## src/rtl/div_arbiter.sv

```systemverilog
// Round-robin arbiter that shares one iterative 32-bit divider among NUM_REQ requesters.
// It issues the start pulse, waits out the divider latency with an abort budget, and returns the result to the owner.
module div_arbiter #(
    parameter int unsigned NUM_REQ = 2,
    parameter int unsigned TIMEOUT = 1024
) (
    input  logic                   clk,
    input  logic                   reset,
    input  logic [NUM_REQ-1:0]     req_valid,
    output logic [NUM_REQ-1:0]     req_ready,
    input  logic [32*NUM_REQ-1:0]  req_a,
    input  logic [32*NUM_REQ-1:0]  req_b,
    input  logic [NUM_REQ-1:0]     req_signed,
    output logic [NUM_REQ-1:0]     resp_valid,
    output logic [31:0]            resp_q,
    output logic [31:0]            resp_r,
    output logic                   resp_timeout,
    output logic                   busy,
    output logic                   div_start,
    output logic                   div_signed,
    output logic [31:0]            div_a,
    output logic [31:0]            div_b,
    output logic                   div_flush,
    input  logic                   div_rdy,
    input  logic [31:0]            div_q,
    input  logic [31:0]            div_r
);

    localparam int unsigned PW = (NUM_REQ > 1) ? $clog2(NUM_REQ) : 1;

    typedef enum logic [2:0] {IDLE, ISSUE, ARM, WAIT, RESP} state_t;

    state_t          state, state_nxt;
    logic [PW-1:0]   rr;
    logic [PW-1:0]   owner;
    logic [PW-1:0]   grant;
    logic            grant_vld;
    logic [31:0]     sel_a;
    logic [31:0]     sel_b;
    logic            sel_s;
    logic [31:0]     tcnt;
    logic            tmo_hit;

    // Two passes give the first set bit at or above rr, then wrap to the bottom.
    always_comb begin
        grant     = '0;
        grant_vld = 1'b0;
        for (int unsigned i = 0; i < NUM_REQ; i++) begin
            if (!grant_vld && req_valid[i] && (i >= 32'(rr))) begin
                grant_vld = 1'b1;
                grant     = PW'(i);
            end
        end
        for (int unsigned i = 0; i < NUM_REQ; i++) begin
            if (!grant_vld && req_valid[i]) begin
                grant_vld = 1'b1;
                grant     = PW'(i);
            end
        end
    end

    always_comb begin
        sel_a = '0;
        sel_b = '0;
        sel_s = 1'b0;
        for (int unsigned i = 0; i < NUM_REQ; i++) begin
            if (PW'(i) == grant) begin
                sel_a = req_a[32*i +: 32];
                sel_b = req_b[32*i +: 32];
                sel_s = req_signed[i];
            end
        end
    end

    assign tmo_hit = (TIMEOUT != 0) && (tcnt == 32'(TIMEOUT - 1));

    always_comb begin
        state_nxt  = state;
        req_ready  = '0;
        resp_valid = '0;
        div_start  = 1'b0;
        div_flush  = 1'b0;
        busy       = (state != IDLE);
        case (state)
            IDLE: begin
                // Gated by reset so the accept pulse is also silent while reset is held.
                if (grant_vld && reset) begin
                    req_ready[grant] = 1'b1;
                    state_nxt        = ISSUE;
                end
            end
            ISSUE: begin
                div_start = 1'b1;
                state_nxt = ARM;
            end
            ARM: state_nxt = WAIT;
            WAIT: begin
                if (div_rdy) begin
                    state_nxt = RESP;
                end else if (tmo_hit) begin
                    div_flush = 1'b1;
                    state_nxt = RESP;
                end
            end
            RESP: begin
                resp_valid[owner] = 1'b1;
                state_nxt         = IDLE;
            end
            default: state_nxt = IDLE;
        endcase
    end

    always_ff @(posedge clk or negedge reset) begin
        if (!reset) begin
            state <= IDLE;
        end else begin
            state <= state_nxt;
        end
    end

    always_ff @(posedge clk or negedge reset) begin
        if (!reset) begin
            rr           <= '0;
            owner        <= '0;
            div_a        <= '0;
            div_b        <= '0;
            div_signed   <= 1'b0;
            tcnt         <= '0;
            resp_q       <= '0;
            resp_r       <= '0;
            resp_timeout <= 1'b0;
        end else begin
            case (state)
                IDLE: begin
                    if (grant_vld) begin
                        div_a      <= sel_a;
                        div_b      <= sel_b;
                        div_signed <= sel_s;
                        owner      <= grant;
                        rr         <= (grant == PW'(NUM_REQ - 1)) ? '0 : grant + 1'b1;
                    end
                end
                ARM: tcnt <= '0;
                WAIT: begin
                    tcnt <= tcnt + 1'b1;
                    if (div_rdy) begin
                        resp_q       <= div_q;
                        resp_r       <= div_r;
                        resp_timeout <= 1'b0;
                    end else if (tmo_hit) begin
                        resp_q       <= '1;
                        resp_r       <= '0;
                        resp_timeout <= 1'b1;
                    end
                end
                default: ;
            endcase
        end
    end

endmodule
```

## config.mk

```make
export PLATFORM = sky130hd
export DESIGN_NAME = div_arbiter
export DESIGN_NICKNAME = d
export VERILOG_FILES = /design/src/rtl/div_arbiter.sv
export SDC_FILE = /design/constraint.sdc
export NUM_CORES = 1
export LEC_CHECK = 0
export ABC_AREA = 1
export CAP_MARGIN = 20
export CORE_ASPECT_RATIO = 0.75
export CORE_MARGIN = 2
export CORE_UTILIZATION = 48
export CTS_BUF_LIST = sky130_fd_sc_hd__clkbuf_8
export CTS_CLUSTER_DIAMETER = 80
export CTS_CLUSTER_SIZE = 12
export DETAILED_ROUTE_END_ITERATION = 8
export GPL_TIMING_DRIVEN = 0
export PLACE_DENSITY = 0.88
export SYNTH_ARGS = -nofsm -noshare
export SYNTH_HDL_FRONTEND = slang
export SYNTH_SLANG_ARGS = --single-unit
```

## constraint.sdc

```tcl
create_clock -name clk -period 3.39 [get_ports clk]
set_clock_uncertainty 0.15 [all_clocks]
set_input_delay 0.678 -clock clk [delete_from_list [all_inputs] [get_ports clk]]
set_output_delay 0.678 -clock clk [all_outputs]
set_load 0.05 [all_outputs]
```

==> flow_summary.json, run 1 <==
{
  "syn-cell-area_um2": 8290,
  "critPathBufInv": 6,
  "timing.slew.headroom": 0.593,
  "die_h_um": 118,
  "startpoint_type": "primary input",
  "worst_path_largest_cell_delay_ns": 0.49,
  "antenna_left": 0,
  "worstSetupPathDepth": 9,
  "area_growth_pct": 49.1,
  "overall_via_count_from_detail_route": 8652,
  "worst_pin_slew_ns": 0.608,
  "reg2reg_setup_slack_ns": 1.35,
  "hold_path.class": "in2async",
  "cts.clk_slew.worst_paths_ns": 0.11,
  "detailedPlace.worstSlack_ns": -0.441,
  "yosys-top-cells-count": "nand2_1, nand3_1, dfrtp_1",
  "placeableCoreArea_um2": 16900,
  "design.die.area_um2": 18300,
  "worst_skew_pair_latency_ns": 0.47,
  "cts.sinks": 167,
  "floorplan.initialDensity": 0.491,
  "grt_setup_unrepaired": "false",
  "ys_warn_count": 0,
  "synthArstFlopShare": 1.00,
  "wl_per_cell_um": 17.4,
  "met2_usage": 0.501,
  "chipWidth_um": 156,
  "cpMaxStageDelayCell": "clkdlybuf4s50_1",
  "grt.total_usage": 0.310,
  "avgSynthCellArea_um2": 7.92,
  "syn_nets": 1246,
  "worstReg2RegStart": "state[1]$_DFFE_PN0P_",
  "type_of_the_worst_setup_path": "in2out",
  "placement_stage_cell_area_um2": 11900,
  "synth_seq_area_share": 0.504,
  "grt_first_pass_wirelength_mm": 44.3,
  "clock_buffer_count_from_cts": 17,
  "io_buffer_count": 335,
  "maxCapViolCount": 0,
  "cpLargestDelayFamily": "buffers and inverters",
  "yosys_register_bits": 167,
  "post_synth_num_cell_types": 31,
  "critical_path.cell_chain": "clkdlybuf4s50_1 > inv_1 > a21oi_4 > inv_2 > nor2_2 > buf_6 > inv_1 > nor2_1 > clkdlybuf4s18_2",
  "cp_data_required_time_ns": 2.56,
  "hold_ws_ns": 0.00916,
  "power_density_nw_per_um2": 925,
  "grt_overflow_total": 0,
  "groute.layer.met3.usage": 0.0795,
  "globalRoute.busiestLayer": "met2",
  "static-leakage-power_nw": 5.64,
  "dpl.hpwl_mm": 21.6,
  "final.setup.worst_slack_ns": 0.0814,
  "ctsRootBufferMaster": "clkbuf_8",
  "layout-drive-gt1-share": 0.103,
  "synthTopCellsByArea": "dfrtp_1, nand2_1, nand3_1, nor2_1, nand3_2",
  "endpoint_kind": "output pin",
  "detailedRoute.firstPassIterationCount": 5,
  "synth_largest_area_cell": "dfrtp_1",
  "syn-instance-count": 1046,
  "crit_path_start": "req_valid[0]",
  "cts_tree": "yes",
  "final_critical_path_share_of_the_clock_period": 0.976,
  "via_count_of_the_first_global_routing_pass": 8352,
  "cts_htree_levels": 4,
  "result_of_the_run": "complete, no violations",
  "crit_path_end": "req_ready[0]",
  "synth_top_area_frac": 0.504,
  "grt_max_degree": 109,
  "final.fill_count": 1280,
  "postCtsSetupRepairBufs": 0,
  "postSynth.topFlopCell": "dfrtp_1",
  "boundaryPins": 336,
  "ctsLongestPathBuffers": 2,
  "setup_viol": 0,
  "fin_util": 0.732,
  "design.final.nets": 1602,
  "regToRegEndpoint": "tcnt[15]$_DFFE_PN0P_",
  "final_cell_area_um2": 12400,
  "antennaDiodeCount": 0,
  "max_clock_freq_mhz": 302,
  "timing.reg2reg.worst_path_depth": 6,
  "drv_slew": 0,
  "worst_ep_arrival_time_ns": 2.48,
  "grt_util_met1": 0.401,
  "via_per_inst": 5.31,
  "crit_path_max_fanout": 10,
  "max-vdd-ir-drop_mv": 0.804,
  "cp_common_cell": "inv_1",
  "yosys.cell_count.top_type": "nand2_1",
  "detail_route.drc_violations": 0,
  "finalWeightedCongestion": 0.960,
  "fin_crit_ns": 3.31,
  "initialDrtViolationCount": 773,
  "core.rowCount": 41,
  "report.final.hold_viol_count": 0,
  "synth-edff-count": 0,
  "grt_antenna_before_repair": 0,
  "totalWireLength_mm": 28.3
}
-- kinds of logic after synthesis --
| kind of cell | Yosys count | share of synthesized area |
|---|---|---|
| and+or+nand+nor | 724 | 0.397 |
| DFF | 167 | 0.504 |
| adders and majority gates | 1 | 0.00151 |
| muxes | 2 | 0.00242 |
| xor gates and xnor gates | 1 | 0.00106 |
| buffers and inverters | 114 | 0.0689 |
| AOI/OAI and AO/OA | 37 | 0.0252 |
-- metrics by stage --
stage               TNS (ns)  power, mW  cells
global route               0       12.0   1630
finish                     0       11.4   1630
CTS                        0       11.5   1630
detailed placement    -0.866       10.0   1597
global placement     -927.97       9.88   1596
floorplan                  0       7.49   1046
-- registers in the layout (all words and copies together) (netlist names) --
register,flops
state,3
resp_timeout,1
div_signed,1
resp_q,32
resp_r,32
rr,1
owner,1
div_a,32
div_b,32
tcnt,32
-- layer usage --
layer / routed length (um) / up-vias
li1: - / 4090
met1: 11500 / 4101
met2: 13300 / 407
met3: 2590 / 54
met4: 879 / 0
met5: 0 / -
-- how the worst min path moves through the flow --
| stage | start | end | slack, ns |
|---|---|---|---|
| floorplan | reset | div_a[0]$_DFFE_PN0P_ | 0.23 |
| global placement | tcnt[29]$_DFFE_PN0P_ | tcnt[29]$_DFFE_PN0P_ | 0.32 |
| detailed placement | tcnt[29]$_DFFE_PN0P_ | tcnt[29]$_DFFE_PN0P_ | 0.32 |
| CTS | reset | resp_r[17]$_DFFE_PN0P_ | 0.01 |
| global route | reset | resp_r[17]$_DFFE_PN0P_ | 0.02 |
| finish | reset | resp_r[17]$_DFFE_PN0P_ | 0.009 |
-- cell usage in the layout (no fill, tap or decap), types with 2 or more instances in the layout --
cell type        instances
nor3_1                   2
nand3_1                243
clkbuf_4                 2
inv_6                    7
nor2_2                   3
nand2_1                353
nand3b_1                 2
nand4_1                  2
nor2_4                   3
clkbuf_1                17
o21ai_0                 23
or2_2                   32
o21ai_1                  3
inv_2                    5
clkinvlp_4               3
a21oi_2                  2
clkdlybuf4s50_1        331
mux2i_1                  2
buf_4                   10
buf_2                   17
dfrtp_1                167
nand3_2                 21
a21oi_1                  3
inv_1                   50
nor2_1                  60
inv_8                    4
nand2_2                  3
buf_1                    3
buf_6                   11
buf_16                   2
clkbuf_8                18
-- where the power goes --
group	total, mW	internal (mW)	switching (mW)
sequential	3.25	2.77	0.476
clock	1.41	0.562	0.844
combinational	6.77	2.21	4.57
total	11.4	5.54	5.89
-- timing repair --
| action | CTS | global route |
|---|---|---|
| gates resized for setup | 8 | 5 |
| hold buffers | 1 | 0 |
| hold endpoints to repair | 60 | 0 |
| pin swaps | 0 | 0 |
| setup endpoints to repair | 3 | 2 |
-- area by class of cell --
type / count / area (um2) / share of cell area
tap: 215 / 269 / 0.0218
multi-input combinational: 765 / 3540 / 0.287
sequential: 167 / 4180 / 0.338
timing repair buffer: 337 / 3410 / 0.276
clock buffer: 18 / 248 / 0.0201
inverter: 55 / 206 / 0.0167
buffer: 59 / 369 / 0.0299
clock inverter: 14 / 129 / 0.0104
Note: power is estimated with default switching activity, not from simulation.
==> run 2: changes to the inputs <==
--- a/config.mk
+++ b/config.mk
@@ -19,3 +19,4 @@
 export SYNTH_ARGS = -nofsm -noshare
 export SYNTH_HDL_FRONTEND = slang
 export SYNTH_SLANG_ARGS = --single-unit
+export TNS_END_PERCENT = 1
==> constraint.sdc (replaced) <==
create_clock -name clk -period 3.39 [get_ports clk]
set_clock_uncertainty 0.15 [all_clocks]
set_input_delay 0.678 -clock clk [delete_from_list [all_inputs] [get_ports clk]]
set_output_delay 0.678 -clock clk [all_outputs]
set_load 0.01 [all_outputs]
==> run 2 against run 1 <==
- the run now ends with hold timing, setup timing left
- critical path type unchanged
- largest power group unchanged
- combinational power decreased by 34%
- via count up 0.87%
- clock-buffer cell count is the same
==> flow_summary.json, run 2 (synthesis results as in run 1) <==
{
  "regToRegEndpoint": "tcnt[12]$_DFFE_PN0P_",
  "total_power_mw": 9.15,
  "final_critical_path_share_of_the_clock_period": 1.00,
  "power_density_nw_per_um2": 740,
  "cp_data_required_time_ns": 2.56,
  "detail_route.drc_violations": 0,
  "layout-drive-gt1-share": 0.103,
  "chipWidth_um": 156,
  "floorplan.initialDensity": 0.491,
  "grt_overflow_total": 0,
  "grt.total_usage": 0.308,
  "detailedPlace.worstSlack_ns": -0.174,
  "boundaryPins": 336,
  "cts_htree_levels": 4,
  "io_buffer_count": 335,
  "worst_ep_arrival_time_ns": 2.58,
  "detailedRoute.firstPassIterationCount": 8,
  "design.die.area_um2": 18300,
  "violated_checks": "hold timing, setup timing",
  "overall_via_count_from_detail_route": 8727,
  "via_per_inst": 5.35,
  "endpoint_kind": "output pin",
  "placeableCoreArea_um2": 16900,
  "grt_first_pass_wirelength_mm": 44.3,
  "hold_ws_ns": -0.0414,
  "final_cell_area_um2": 12400,
  "hold_path.class": "in2async",
  "timing.reg2reg.worst_path_depth": 6,
  "worst_pin_slew_ns": 0.640,
  "max-vdd-ir-drop_mv": 0.499,
  "startpoint_type": "primary input",
  "finalWeightedCongestion": 0.960,
  "timing.slew.headroom": 0.570,
  "setup_viol": 1,
  "crit_path_max_fanout": 10,
  "result_of_the_run": "finished, violations left",
  "dp_cells": 1597,
  "grt_max_degree": 109,
  "area_growth_pct": 49.2,
  "antenna_left": 0,
  "antennaDiodeCount": 0,
  "tns_ns": -0.0169,
  "cts.sinks": 167,
  "dpl.hpwl_mm": 21.6,
  "worst_path_largest_cell_delay_ns": 0.57,
  "mostFrequentLayoutCell": "nand2_1",
  "final.setup.worst_slack_ns": -0.0169,
  "static-leakage-power_nw": 5.67,
  "report.final.hold_viol_count": 31,
  "design.final.nets": 1604,
  "grt_antenna_before_repair": 0,
  "most-common-layout-cells": "nand2_1, clkdlybuf4s50_1, nand3_1, dfrtp_1, nor2_1",
  "core.rowCount": 41,
  "wl_per_cell_um": 17.3,
  "grt_setup_unrepaired": "true",
  "via_count_of_the_first_global_routing_pass": 8357,
  "cp_common_cell": "clkdlybuf4s50_1",
  "cpMaxStageDelayCell": "clkdlybuf4s50_1",
  "maxCapViolCount": 0,
  "ctsLongestPathBuffers": 2,
  "max_clock_freq_mhz": 294,
  "type_of_the_worst_setup_path": "in2out",
  "critical_path.cell_chain": "clkdlybuf4s50_1 > inv_1 > a21oi_2 > buf_6 > buf_4 > nand2_1 > nor2_1 > clkdlybuf4s50_1",
  "cts.clk_slew.worst_paths_ns": 0.10,
  "reg2reg_setup_slack_ns": 1.29,
  "worstReg2RegStart": "state[1]$_DFFE_PN0P_",
  "finalNonFillerCells": 1632,
  "drv_slew": 0,
  "fin_crit_ns": 3.41,
  "die_h_um": 118,
  "placement_stage_cell_area_um2": 11900,
  "worst_skew_pair_latency_ns": 0.47,
  "totalWireLength_mm": 28.2,
  "initialDrtViolationCount": 803,
  "ctsRootBufferMaster": "clkbuf_8",
  "cts_tree": "yes",
  "clock_buffer_count_from_cts": 17
}
## run 2: cell count changes in the layout (fill, tap and decap cells not counted), sizes merged
cell           change
clkbuf             -2
buf                +3
dlygate4sd2        -1
clkdlybuf4s50      +1
clkdlybuf4s18      -1
dlymetal6s2s       +2
## run 2: worst max-delay path by stage
stage                 startpoint           end  slack, ns  cells past startpoint
floorplan           req_valid[1]  req_ready[1]       1.04                      6
global placement           reset  req_ready[0]      -5.62                      4
detailed placement  req_valid[1]  req_ready[1]      -0.17                      8
CTS                 req_valid[1]  req_ready[1]      -0.02                      8
global route        req_valid[1]  req_ready[1]      -0.11                      8
finish              req_valid[1]  req_ready[1]      -0.02                      8
## run 2: metal layers
layer  up-vias  GRT usage  wire, um
met3        50     0.0803      2390
li1       4098          -         -
met4         0      0.104       689
met5         -          0         0
met1      4174      0.395     11700
met2       405      0.509     13400
## run 2: report_power, final
group,internal (mW),switching (mW)
sequential,2.77,0.478
combinational,2.24,2.25
clock,0.562,0.843
## run 2: critical path, delay by kind of cell
| kind | cells | cell delay [ns] |
|---|---|---|
| simple gates | 2 | 0.18 |
| compound gates | 1 | 0.21 |
| buf+inv | 5 | 1.51 |
## run 2: cell type report
class | instances | area, um2
Clock inverter | 14 | 129
Tap cell | 215 | 269
Timing Repair Buffer | 339 | 3410
Fill cell | 1291 | 4520
Multi-Input combinational cell | 765 | 3540
Sequential cell | 167 | 4180
Inverter | 55 | 206
Buffer | 59 | 373
Clock buffer | 18 | 248
## run 2: through the flow
step / hold slack (ns) / utilization
5_1_grt: -0.0180 / 0.732
6_report: -0.0414 / 0.732
2_1_floorplan: 0.232 / -
3_5_place_dp: 0.323 / 0.707
3_3_place_gp: 0.316 / 0.706
4_1_cts: -0.0331 / 0.732
## run 2: timing repair
| action | in CTS | in global routing |
|---|---|---|
| buffers inserted | 3 | 0 |
| endpoints found under the hold margin | 60 | 5 |
| pin swaps | 1 | 0 |
| gates resized for setup | 4 | 2 |
| endpoints found under the setup margin | 2 | 3 |
==> edit (settings of run 2) <==
Encoding of `state_t`: now one-hot (5 bits for 5 states).
--- a/src/rtl/div_arbiter.sv
+++ b/src/rtl/div_arbiter.sv
@@ -28,7 +28,7 @@
 
     localparam int unsigned PW = (NUM_REQ > 1) ? $clog2(NUM_REQ) : 1;
 
-    typedef enum logic [2:0] {IDLE, ISSUE, ARM, WAIT, RESP} state_t;
+    typedef enum logic [4:0] {IDLE = 5'b00001, ISSUE = 5'b00010, ARM = 5'b00100, WAIT = 5'b01000, RESP = 5'b10000} state_t;
 
     state_t          state, state_nxt;
     logic [PW-1:0]   rr;
Behaviour: no difference found for any inputs over 4 cycles, from zero or initial values and one cycle with reset low; so few cycles prove little.
==> edit against run 2 <==
  * Sequential cell count is 2 higher
  * Non-clock buffer count unchanged
  * First-iteration DRC count down 6.7%
  * Synthesized area up 3.3%
  * Setup slack improved by 0.13 ns
  * Count of clock-buffer cells in the layout down 1
  * Total power fell by 4.5%
  * Routed wire length up 5.3%
  * Design area grew 2.8%
  * Critical path type unchanged
==> edit: results (changes against run 2) <==
| Metric | Value |
|---|---|
| Port-buffer cells | `335 (unchanged)` |
| Worst R2R End | `resp_r[23]` |
| Internal power | `0.00539 W (-3.3%)` |
| Slowest stage delay, CP | `0.47 ns (-0.10 ns)` |
| Sequential Power Share | `36.3% (+0.7 points)` |
| Synth Area per Inst | `8.04 um^2 (+1.5%)` |
| Worst min path class | `flop to flop` |
| Static leakage | `6.06 nW (+6.9%)` |
| Vias in the first global route | `8617 (+3.1%)` |
| CTS sink count | `169 (+1.2%)` |
| CP arrival | `2.45 ns (-0.13 ns)` |
| Router iterations before antenna repair | `5 (-3)` |
| R2R Setup Slk | `1.27 ns (-0.02 ns)` |
| Final GP Congestion | `0.965 (+0.60%)` |
| Placed cell count | `1642 (+2.8%)` |
| CTS H-tree lvls | `4 (unchanged)` |
| First-pass GRT wire length | `45.3 mm (+2.3%)` |
| Place WS | `-0.542 ns (-0.368 ns)` |
| Commonest cells post-synth | `nand2_1, nand3_1, dfrtp_1` |
| Number of DRC markers in iteration 0 | `749 (-6.7%)` |
| Largest net degree at the start of global routing | `121 (+11%)` |
| Final worst setup slack | `0.111 ns (+0.128 ns)` |
| GRT Total Usage | `31.1% (+0.24 points)` |
| Detailed placement HPWL | `22.4 mm (+3.4%)` |
| Synth async-reset ratio | `100% (unchanged)` |
| Distinct cells, synth | `34 (+9.7%)` |
| RR Startpoint | `tcnt[0]` |
| Wire per inst | `17.7 um (+2.6%)` |
| Reg2Reg Depth | `10 (+4)` |
| Final Non-Filler Cells | `1676 (+2.7%)` |
| Slew headroom | `65.3% (+8.3 points)` |
| Worst vdd ir | `0.364 mV (-27%)` |
| Synth Flop Type | `dfrtp_1` |
| Hold Slack | `0.351 ns (+0.392 ns)` |
| Layout cells sized above 1 | `10.6% (+0.30 points)` |
| Comb. pwr | `0.00414 W (-7.8%)` |
| Outcome | `finished clean` |
| Fillers | `1334 (+3.3%)` |
| Net count after synthesis | `1264 (+1.4%)` |
| Drt via density | `5.34 (-0.16%)` |
| Synth top area cells | `dfrtp_1, nand2_1, nand3_1` |
| Placed cell areas | `12200 um^2 (+2.6%)` |
| CP bufs+invs | `6 (+1)` |
| Post-synthesis sequential area ratio | `49.4% (-1.0 points)` |
## edit: through the flow
step | total power (W) | util, %
after detailed placement | 0.00730 | 69.8
after CTS | 0.00874 | 72.2
after global placement | 0.00715 | 69.6
after global routing | 0.00920 | 72.4
final | 0.00873 | 72.4
after floorplan | 0.00497 | -
## edit: layer usage
layer / up-vias / wire, um / track usage (%)
li1: 4143 / - / -
met1: 4271 / 11500 / 38.6
met2: 443 / 13700 / 50.0
met3: 91 / 3170 / 9.86
met4: 0 / 1330 / 13.2
met5: - / 0 / 0
## edit: final cells by class
type | instances | area [um^2] | area share [%]
clock buffer | 17 | 234 | 1.84
inverter | 126 | 473 | 3.72
sequential | 169 | 4230 | 33.3
clock inverter | 15 | 150 | 1.18
timing repair buffer | 339 | 3450 | 27.1
tap | 242 | 303 | 2.38
buffer | 59 | 349 | 2.75
multi-input combinational | 709 | 3520 | 27.7
## edit: worst max path at each step
stage,to,depth (start not counted),startpoint
2_1_floorplan,req_ready[0],6,req_valid[0]
3_3_place_gp,req_ready[0],4,reset
3_5_place_dp,req_ready[0],8,req_valid[0]
4_1_cts,req_ready[0],6,reset
5_1_grt,req_ready[1],9,req_valid[0]
6_report,req_ready[1],9,req_valid[0]
## edit: timing repair
item | CTS | global route
buffers inserted | 0 | 0
setup endpoints to repair | 3 | 3
gates resized for setup | 8 | 2
hold buffers | 2 | 0
gates cloned | 0 | 1
endpoints found under the hold margin | 50 | 0
## edit: cells by family after synthesis
group / count (synthesis) / synth area share, %
flip-flops: 169 / 49.4
AO/OA/AOI/OAI: 103 / 9.74
adder cells (fa/ha/maj): 1 / 0.146
XOR/XNOR: 1 / 0.102
buffers and inverters: 186 / 9.59
AND/OR/NAND/NOR: 604 / 31.0
